$ cat config.mk
export PLATFORM = sky130hd
export DESIGN_NAME = cpu_fetch_ctrl
export DESIGN_NICKNAME = d
export VERILOG_FILES = /design/src/rtl/cpu_fetch_ctrl.sv
export SDC_FILE = /design/constraint.sdc
export NUM_CORES = 1
export LEC_CHECK = 0
export BUFFER_PORTS_ARGS = -buffer_cell sky130_fd_sc_hd__buf_2
export CAP_MARGIN = 20
export CORE_MARGIN = 2
export CORE_UTILIZATION = 45
export DETAILED_ROUTE_END_ITERATION = 10
export HOLD_SLACK_MARGIN = 0.15
export PLACE_DENSITY = 0.74
export SYNTH_ARGS = -nofsm -noshare
export SYNTH_HDL_FRONTEND = slang
export SYNTH_SLANG_ARGS = --single-unit
$ cat constraint.sdc
create_clock -name clk_i -period 1.5 [get_ports clk_i]
set_clock_uncertainty 0.2 [all_clocks]
set_input_delay 0.225 -clock clk_i [delete_from_list [all_inputs] [get_ports clk_i]]
set_output_delay 0.225 -clock clk_i [all_outputs]
set_load 0.005 [all_outputs]
$ cat src/rtl/cpu_fetch_ctrl.sv
// cpu_fetch_ctrl: instruction fetch / execute sequencer.
// Owns the program counter and fetches one instruction word at a time over a
// req/ack handshake. Each word is held in the instruction register for a
// stall-able execute phase. After execute, the PC takes the branch target or
// the sequential increment. The sequencer halts on the all-ones opcode or
// when a fetch times out. Every output is decoded from registers only.
module cpu_fetch_ctrl #(
  parameter int ADDR_W  = 4,
  parameter int INSN_W  = 8,
  parameter int TIMEOUT = 15
) (
  input  logic              clk_i,
  input  logic              rst_i,
  input  logic              run_i,
  output logic              imem_req_o,
  output logic [ADDR_W-1:0] imem_addr_o,
  input  logic              imem_ack_i,
  input  logic [INSN_W-1:0] imem_data_i,
  output logic [INSN_W-1:0] ir_o,
  output logic              ir_valid_o,
  input  logic              stall_i,
  input  logic              branch_i,
  input  logic [ADDR_W-1:0] branch_addr_i,
  output logic              halt_o,
  output logic              err_o
);

  localparam logic [1:0] S_IDLE = 2'd0;
  localparam logic [1:0] S_REQ  = 2'd1;
  localparam logic [1:0] S_EXEC = 2'd2;
  localparam logic [1:0] S_HALT = 2'd3;

  localparam logic [INSN_W-1:0] HALT_OP  = '1;
  localparam logic [7:0]        CNT_LAST = 8'(TIMEOUT - 1);

  logic [1:0]        state_q, state_d;
  logic [ADDR_W-1:0] pc_q, pc_d;
  logic [INSN_W-1:0] ir_q, ir_d;
  logic [7:0]        cnt_q, cnt_d;
  logic              err_q, err_d;

  // Next-state and datapath decisions for the fetch/execute sequence.
  always_comb begin
    // NOTE: every variable gets a default first, so no path can leave one
    // unassigned and infer a latch.
    state_d = state_q;
    pc_d    = pc_q;
    ir_d    = ir_q;
    cnt_d   = cnt_q;
    err_d   = err_q;

    case (state_q)
      S_IDLE: begin
        if (run_i) state_d = S_REQ;
      end

      // run_i is deliberately ignored here: a request always completes or
      // times out.
      S_REQ: begin
        if (imem_ack_i) begin
          ir_d    = imem_data_i;
          cnt_d   = '0;
          state_d = S_EXEC;
        end else if (cnt_q == CNT_LAST) begin
          err_d   = 1'b1;
          state_d = S_HALT;
        end else begin
          cnt_d = cnt_q + 8'd1;
        end
      end

      // The halt opcode takes priority over stall and branch.
      S_EXEC: begin
        if (ir_q == HALT_OP) begin
          state_d = S_HALT;
        end else if (!stall_i) begin
          pc_d    = branch_i ? branch_addr_i : pc_q + ADDR_W'(1);
          state_d = run_i ? S_REQ : S_IDLE;
        end
      end

      // Terminal until reset; err_q holds its value.
      default: state_d = S_HALT;
    endcase
  end

  // State registers with synchronous active-low reset; reset wins over all.
  always_ff @(posedge clk_i) begin
    // NOTE: sequential state uses non-blocking assignments so every register
    // samples the pre-edge values, whatever the statement order.
    if (!rst_i) begin
      state_q <= S_IDLE;
      pc_q    <= '0;
      ir_q    <= '0;
      cnt_q   <= '0;
      err_q   <= 1'b0;
    end else begin
      state_q <= state_d;
      pc_q    <= pc_d;
      ir_q    <= ir_d;
      cnt_q   <= cnt_d;
      err_q   <= err_d;
    end
  end

  assign imem_req_o  = (state_q == S_REQ);
  assign ir_valid_o  = (state_q == S_EXEC);
  assign halt_o      = (state_q == S_HALT);
  assign imem_addr_o = pc_q;
  assign ir_o        = ir_q;
  assign err_o       = err_q;

endmodule

==> results.md, run 1 <==
- Initial Utilization: 47.07%
- Area growth, synth to finish: 55.26%
- Maximum number of pins on one net before global-route repair: 20
- CP max-delay cell: dfxtp_2
- CP max FO: 4
- # diodes: 0
- Final worst setup slack: -0.04679 ns
- Unrepaired setup endpoints after global routing: true
- GRT Overall Usage: 23.40%
- Worst setup EP type: flip-flop
- Worst slew pin tran: 0.2850 ns
- Top delay family on crit path: flip-flops
- CTS max path bufs: 2
- Synth Area in Adders: 3.219%
- #FFs+latches synth: 23
- Gpl congestion: 0.7933
- Initial antenna violation count: 0
- Post-Synth Simple-Gate Area: 26.93%
- Die width: 54.91 µm
- Pre-antenna DRT Iters: 4
- Vias in the first global route: 1,133
- Arrival time at the worst endpoint: 1.57 ns
- Total vias in the final route: 1,349
- Minimum clock period: 1.547 ns
- CP bufs+invs: 1
- I/O Pins: 34
- Largest family of logic cells by synthesized area: simple AND/OR/NAND/NOR gates
- Number of synthesized flops with an enable pin: 0
- Nets@finish: 233
- Post-Synth XOR/XNOR Area: 0%
- WL per Instance: 14.67 µm
- Routed WL: 3.535 mm
- Util after Layout: 73.08%
- Proportion of synthesized area in mux cells: 1.824%
- Most common cell in the netlist: dfxtp_1
- Peak Freq: 0.6465 GHz
- Seq/Total Area, Yosys: 39.48%
- Final setup violation count: 7
- Max-cap check violation count: 0
- CTS Sinks: 23
- Status: complete, but fails checks
- Final hold slack: 0.1615 ns
- Clk root buf: clkbuf_4
- # DRC: 0
- Async SR Flop Fraction: 0%
- Rows: 18
- Failing checks: setup timing
- Iter 0 DRT Violations: 27
- Post-Place Cells: 210
- Total Power: 1.223 mW
- Mapped cell area: 0.001166 mm²
- Static Leak: 0.7829 nW
- Synth area leader: dfxtp_1
- Antenna-violating nets left: 0
- Worst setup SP type: flip-flop
- Yosys cell types: 40
- Cell Pwr Density: 675.5 mW/mm²
- WS Path Type: flip-flop to flip-flop
- Clk pin slew, worst setup/hold paths: 0.13 ns
- Max-slew violations: 0
- Post-Layout Cell Count: 241
- Final period util: 103.1%
- Grt total ovfl: 0
- CP peak stage delay: 0.36 ns
- Area of the core: 0.002477 mm²
- Path category of the worst min-delay check: input pin to flip-flop
- Share of layout cells above drive strength 1: 44.08%
- Num CTS Buffers: 3
- Mapped Nets: 164
- IO Port Bufs: 33
- Final Hold Viols: 0
- DIE HEIGHT: 54.91 µm
- Sequence of cells on the critical path: nand4_1 -> o211ai_4 -> buf_6 -> mux2i_1 -> nor2_1
- Die Area: 0.003015 mm²
- Area contributors post-synth: dfxtp_1, a21oi_1, nand2_1
- Synth Area in Compound Gates: 23.82%
- Syn_area_per_cell: 8.155 µm²
- Relative slew slack: 80.86%
- Via density: 5.598
- Synth Instances: 143
- Max VDD drop: 0.0005745 V
- Synth Flop Type: dfxtp_1
- First-pass GRT wire length: 5.071 mm
- Worst-Skew Late Latency: 0.31 ns
- CTS tree: built
- Post-synth top area share: 39.48%
- Warning count from the yosys run: 0
- Total negative slack: -0.1495 ns
- Synth top cells by count: dfxtp_1, a21oi_1, nand2_1
- Critical Path RT: 1.52 ns
- Post-DP HPWL: 2.158 mm
- Htree depth: 1
repair_timing:
action,CTS,global route
hold buffers,17,0
pin swaps,7,8
hold endpoints to repair,21,0
cloned,0,0
gates resized for setup,21,21
setup buffers,4,6
endpoints found under the setup margin,12,18
registers in the layout, indices dropped and copies added (netlist names):
name,count
cnt_q,8
imem_addr_o,4
ir_o,8
state_q,2
err_o,1
routing by layer:
metal / vias up / global-route usage (%) / wire length (µm)
met4: 0 / 6.504 / 33
met3: 6 / 2.688 / 164
met5: - / 0 / 0
li1: 657 / - / -
met1: 639 / 29.55 / 1423
met2: 47 / 41.87 / 1914
cell families (layout without fill, tap and decap cells):
group,count (synthesis),in the layout
flip-flops,23,23
AND/OR/NAND/NOR,59,59
buffers and inverters,12,80
multiplexers,2,2
AO/OA/AOI/OAI,44,44
adder cells (fa/ha/maj),3,3
metrics by stage:
stage	setup slack, ns	cell area [µm²]
floorplan	0.02942	1166
global placement	0.01891	1415
detailed placement	-0.03076	1415
CTS	-0.04705	1688
global route	-0.1012	1810
finish	-0.04679	1810
placed cells by master (no fill, tap or decap), drive strengths merged, types with 2 or more instances in the layout:
master	synthesis	routed
and2	3	3
a21oi	18	18
clkbuf	3	3
dlygate4sd3	0	17
dfxtp	23	23
buf	4	54
nand3	11	11
a31oi	6	6
o31ai	4	4
nand4	4	4
o21ai	6	6
o211ai	3	3
nand2	18	18
and3	2	2
nor3	2	2
o21a	2	2
nor2	10	10
inv	4	4
ha	3	3
layout make-up:
cell class | instances | area, µm²
flip-flops and latches | 23 | 485.5
multi-input cells | 108 | 700.7
fillers | 197 | 666.9
repair buffers | 71 | 534.3
clock buffers | 3 | 22.52
well taps | 30 | 37.54
inverters | 5 | 25.02
clock inverters | 1 | 5.005
path summary, 6_finish.rpt:
check        cells past startpoint        from              to  slack (ns)
max                              5     ir_o[7]  imem_addr_o[1]       -0.05
min reg2reg                      2     ir_o[5]         ir_o[5]        0.28
min                              5  imem_ack_i        cnt_q[6]        0.16
max reg2reg                      5     ir_o[7]  imem_addr_o[1]       -0.05
worst register-to-register path, cell delays in order (launching register included):
cell,delay [ns]
dfxtp_2,0.36
nand4_1,0.20
o211ai_4,0.32
buf_6,0.14
mux2i_1,0.19
nor2_1,0.05
power breakdown:
part	switching (mW)	internal, mW
combinational	0.127	0.157
sequential	0.0205	0.631
clock	0.188	0.0997
total	0.336	0.887
(Power assumes the default switching activity.)
==> run 2, diff against run 1 <==
ABC_AREA = 1   (was default)
CORE_UTILIZATION = 46   (was 45)
PLACE_DENSITY = 0.75   (was 0.74)
==> results.md, run 2 <==
- Status: complete, but fails checks
- Failing checks: setup timing
- DIE HEIGHT: 55.34 µm
- Gpl congestion: 0.8276
- Hold path startpoint: imem_ack_i
- Share of layout cells above drive strength 1: 32.77%
- Net switching power: 383.4 µW
- Path category of the worst min-delay check: input pin to flip-flop
- Relative slew slack: 82.53%
- Final Hold Viols: 0
- Critical Path RT: 1.55 ns
- Placed Instance Area: 0.001466 mm²
- Critical R2R Launch: cnt_q[0]
- Via density: 5.125
- Clk pin slew, worst setup/hold paths: 0.13 ns
- Final worst setup slack: -0.0003257 ns
- Internal power: 905.3 µW
- Total Power: 1.289 mW
- Final period util: 100.0%
- R2r worst-path depth: 10
- Die width: 55.34 µm
- Most common cell after layout, fill and taps aside: nand2_1
- Syn_area_per_cell: 6.928 µm²
- Peak Freq: 0.6665 GHz
- Most frequent cells in the layout: nand2_1, buf_2, a21oi_1
- Num CTS Buffers: 3
- GRT Overall Usage: 20.06%
- Area contributors post-synth: dfxtp_1, nand2_1, a21oi_1
- Async SR Flop Fraction: 0%
- Synth Instances: 175
- Routed WL: 3.174 mm
- Pre-antenna DRT Iters: 4
- Seq pwr share: 51.9%
- Final Cell Area: 0.001708 mm²
- CP peak stage delay: 0.36 ns
- Worst setup SP type: flip-flop
- CTS Sinks: 23
- Vias in the first global route: 1,219
- CTS tree: built
- Grt total ovfl: 0
- Initial antenna violation count: 0
- CP max-delay cell: dfxtp_2
- Arrival time at the worst endpoint: 1.55 ns
- Worst setup EP type: flip-flop
- Number of synthesized flops with an enable pin: 0
- Util after Layout: 68.94%
- Worst slew pin tran: 0.2611 ns
- Area growth, synth to finish: 40.87%
- Synth Flop Type: dfxtp_1
- Synth top cells by count: nand2_1, dfxtp_1, a21oi_1
- Post-synth top area share: 37.98%
- Area of the core: 0.002477 mm²
- Static Leak: 0.7493 nW
- Maximum number of pins on one net before global-route repair: 16
- Minimum clock period: 1.500 ns
- Cells on Worst Hold Path: 4
- Final setup violation count: 1
- Htree depth: 1
- # DRC: 0
- Mapped cell area: 0.001212 mm²
- Synth area leader: dfxtp_1
- Initial Utilization: 48.94%
- Unrepaired setup endpoints after global routing: true
- Sequence of cells on the critical path: inv_2 -> ha_4 -> nand3_4 -> nor2_4 -> nand2_2 -> nand2_4 -> inv_2 -> nor2_2 -> nor2_1 -> nor2_1
- Seq/Total Area, Yosys: 37.98%
- # fillers: 205
- Sw Share: 29.75%
- Yosys cell types: 24
- First-pass GRT wire length: 5.016 mm
- R2r endpoint: cnt_q[7]
- Clk root buf: clkbuf_4
- Worst Hold Path EP: err_o
- # diodes: 0
- WS Path Type: flip-flop to flip-flop
- Iter 0 DRT Violations: 32
- #FFs+latches synth: 23
- Total vias in the final route: 1,358
- Max-slew violations: 0
- Rows: 18
- WL per Instance: 11.98 µm
- Die Area: 0.003063 mm²
- Mapped Nets: 196
- Warning count from the yosys run: 0
- Most common cell in the netlist: nand2_1
- Max VDD drop: 0.0005297 V
- Nets@finish: 257
- Post-DP HPWL: 2.211 mm
- Worst-Skew Late Latency: 0.30 ns
- I/O Pins: 34
- Clock share of power: 22.2%
- Antenna-violating nets left: 0
- Max-cap check violation count: 0
- Reg-to-reg slack, setup: -0.0003 ns
- CTS max path bufs: 2
- Cell Pwr Density: 754.6 mW/mm²
- IO Port Bufs: 33
- CP max FO: 8
- Combinational share of power: 25.9%
-- run 2: cell types whose count changed in the layout (fill, tap and decap cells not counted), sizes merged, moves of 6 or more --
cell,previous run,this run
nand2,18,52
nor2,10,23
inv,4,15
buf,54,45
nand3,11,18
a31oi,6,0
-- run 2: power by group through the flow --
stage	sequential (mW)	combinational, mW	clock [mW]
final	0.669	0.333	0.286
after global routing	0.673	0.366	0.322
after detailed placement	0.678	0.275	0
after floorplan	0.677	0.167	0
after CTS	0.668	0.311	0.294
after global placement	0.677	0.266	0
-- run 2: stage by stage --
stage / instances / setup TNS (ns) / setup WS, ns / hold WS, ns
final: 265 / -0.0003257 / -0.0003257 / 0.1068
after global routing: 265 / -0.2686 / -0.07702 / 0.1662
after CTS: 263 / 0 / 0.004129 / 0.09485
after detailed placement: 244 / -0.02544 / -0.01733 / 0.2669
after global placement: 244 / 0 / 0.03727 / 0.2643
after floorplan: 175 / 0 / 0.04585 / 0.1634
-- run 2: area by class of cell --
class	count	area, µm²	share of cell area (%)
multi-input cells	133	696.9	40.81
flip-flops and latches	23	470.5	27.55
repair buffers	59	411.6	24.10
inverters	16	65.06	3.810
well taps	30	37.54	2.198
clock buffers	4	26.28	1.538
-- run 2: how the worst max path moves through the flow --
stage | startpoint | to | slack [ns] | cells past startpoint
6_report | cnt_q[0] | cnt_q[7] | -0.0003 | 10
5_1_grt | cnt_q[0] | state_q[0] | -0.08 | 8
4_1_cts | state_q[1] | imem_req_o | 0.004 | 4
3_5_place_dp | cnt_q[1] | cnt_q[7] | -0.02 | 9
3_3_place_gp | cnt_q[0] | cnt_q[7] | 0.04 | 9
2_1_floorplan | cnt_q[0] | state_q[1] | 0.05 | 8
-- run 2: cells by family after synthesis --
group,synth area share [%]
adder cells (fa/ha/maj),3.096
XOR/XNOR,1.445
AO/OA/AOI/OAI,13.42
flip-flops,37.98
buffers and inverters,7.326
AND/OR/NAND/NOR,36.74
-- run 2: what timing repair did --
item | CTS | global route
buffers inserted | 1 | 2
gates resized for setup | 12 | 8
hold buffers | 14 | 0
endpoints found under the hold margin | 17 | 0
pin swaps | 3 | 6
gates cloned | 0 | 0
endpoints found under the setup margin | 11 | 12
-- run 2: routing by layer --
| metal | track usage (%) | vias to the layer above | part of all wire, % |
|---|---|---|---|
| met5 | 0 | - | 0 |
| met4 | 11.50 | 0 | 3.8 |
| met3 | 2.342 | 12 | 3.6 |
| met2 | 34.52 | 31 | 49 |
| met1 | 23.88 | 629 | 43 |
| li1 | - | 686 | - |
-- run 2: worst max-delay path, delay by kind of cell, from the launching register on --
family | cells | cell delay, ns
adder cells (fa/ha/maj) | 1 | 0.13
buffers and inverters | 2 | 0.13
flip-flops | 1 | 0.36
AND/OR/NAND/NOR | 7 | 0.63
==> run 3, diff against run 2 <==
BUFFER_PORTS_ARGS = default   (was -buffer_cell sky130_fd_sc_hd__buf_2)
CORE_UTILIZATION = 50   (was 46)
DONT_BUFFER_PORTS = 1   (was default)
PLACE_DENSITY = 0.68   (was 0.75)
==> results.md, run 3 (synthesis results as in run 2) <==
- WL per Instance: 12.57 µm
- Clk pin slew, worst setup/hold paths: 0.13 ns
- Sequence of cells on the critical path: inv_2 -> ha_4 -> nand3_4 -> nor2_4 -> nand2_2 -> nand2_4 -> nor2_1 -> nor2_1 -> nor2_1
- Cell Pwr Density: 801.1 mW/mm²
- CP peak stage delay: 0.36 ns
- Cells on Worst Hold Path: 2
- # fillers: 196
- Worst setup EP type: flip-flop
- Hold Buf Count CTS: 16
- Max VDD drop: 0.0007970 V
- CP Depth: 9
- Final hold slack: -0.1452 ns
- Die Area: 0.002835 mm²
- Clock share of power: 22.7%
- Routed WL: 2.954 mm
- Final Hold Viols: 9
- Clk root buf: clkbuf_4
- Htree depth: 1
- CTS Sinks: 23
- CTS tree: built
- # diodes: 0
- Worst-Skew Late Latency: 0.32 ns
- # DRC: 0
- Num CTS Buffers: 3
- Grt total ovfl: 0
- Iter 0 DRT Violations: 27
- Area growth, synth to finish: 32.71%
- CP max FO: 8
- Sw Share: 30.77%
- DIE HEIGHT: 53.24 µm
- I/O Pins: 34
- Static Leak: 0.6235 nW
- Arrival time at the worst endpoint: 1.55 ns
- Hold path startpoint: imem_ack_i
- Post-DP HPWL: 2.025 mm
- Maximum number of pins on one net before global-route repair: 14
- WS Path Type: flip-flop to flip-flop
- Final worst setup slack: -0.02520 ns
- Most common cell after layout, fill and taps aside: nand2_1
- Total vias in the final route: 1,238
- Initial Utilization: 53.77%
- Seq pwr share: 52.2%
- CP most frequent cell: nor2_1
- Final period util: 101.7%
- Worst slew pin tran: 0.2709 ns
- Via density: 5.268
- First-pass GRT wire length: 4.629 mm
- R2r worst-path depth: 9
- Minimum clock period: 1.525 ns
- Worst Setup SP: cnt_q[0]
- Max-cap check violation count: 0
- Failing checks: hold timing, setup timing
- Initial antenna violation count: 0
- Vias in the first global route: 1,126
- Worst setup SP type: flip-flop
- CTS max path bufs: 2
- Path category of the worst min-delay check: input pin to flip-flop
- Die width: 53.24 µm
- CP max-delay cell: dfxtp_2
- Max-slew violations: 0
- Combinational share of power: 25.1%
- Critical R2R Launch: cnt_q[0]
- Top delay family on crit path: simple AND/OR/NAND/NOR gates
- Final setup violation count: 1
- Peak Freq: 0.6557 GHz
- GRT Overall Usage: 22.08%
- Util after Layout: 71.37%
- CP bufs+invs: 1
- Area of the core: 0.002255 mm²
- Status: complete, but fails checks
- Share of layout cells above drive strength 1: 25.12%
- Setup WS pre-CTS: -0.005951 ns
- IO Port Bufs: 0
- Antenna-violating nets left: 0
- Total Power: 1.289 mW
- Most frequent cells in the layout: nand2_1, a21oi_1, dfxtp_1
- Critical Path RT: 1.52 ns
- Gpl congestion: 0.8180
- Pre-antenna DRT Iters: 4
- Unrepaired setup endpoints after global routing: true
- Net switching power: 396.7 µW
- Relative slew slack: 81.91%
- Internal power: 892.4 µW
- Rows: 17
- Nets@finish: 229
## run 3: changes by cell type in the layout (fill, tap and decap cells not counted), sizes merged
cell / delta
buf: -30
dlygate4sd3: +2
clkbuf: -1
clkinv: +1
## run 3: repair_timing
action | in CTS | in global routing
setup buffers | 0 | 3
resized for setup | 9 | 21
endpoints found under the hold margin | 23 | 16
setup endpoints to repair | 9 | 13
pin swaps | 4 | 9
## run 3: power groups by stage
stage	clock network [mW]	registers [mW]	logic [mW]
after floorplan	0	0.677	0.167
after global placement	0	0.679	0.218
after detailed placement	0	0.680	0.225
after CTS	0.301	0.669	0.272
after global routing	0.325	0.678	0.355
final	0.293	0.673	0.323
## run 3: stage by stage
stage | setup TNS [ns] | area (µm²) | cells
after floorplan | 0 | 1212 | 175
after global placement | 0 | 1309 | 212
after detailed placement | -0.009648 | 1309 | 212
after CTS | -0.01752 | 1519 | 232
after global routing | -0.4008 | 1609 | 235
final | -0.02520 | 1609 | 235
## run 3: final cells by class
class                           count  area [µm²]  share of cell area [%]
Sequential cell                    23       470.5                   29.24
Inverter                           16       67.56                   4.199
Tap cell                           28       35.03                   2.177
Clock buffer                        3       22.52                   1.400
Timing Repair Buffer               31       284.0                   17.65
Multi-Input combinational cell    133       724.4                   45.02
Clock inverter                      1       5.005                  0.3110
## run 3: metal layers
metal / track usage [%] / part of all wire (%) / wire, µm / vias to the layer above
met4: 5.556 / 1.2 / 36 / 0
met1: 26.99 / 40 / 1189 / 569
met3: 6.780 / 5.8 / 171 / 6
met5: 0 / 0 / 0 / -
li1: - / - / - / 630
met2: 37.24 / 53 / 1557 / 33
## run 3: worst paths after layout
check | end | slack, ns
max | cnt_q[7] | -0.03
min | ir_o[0] | -0.15
max reg2reg | cnt_q[7] | -0.03
min reg2reg | ir_o[4] | 0.31
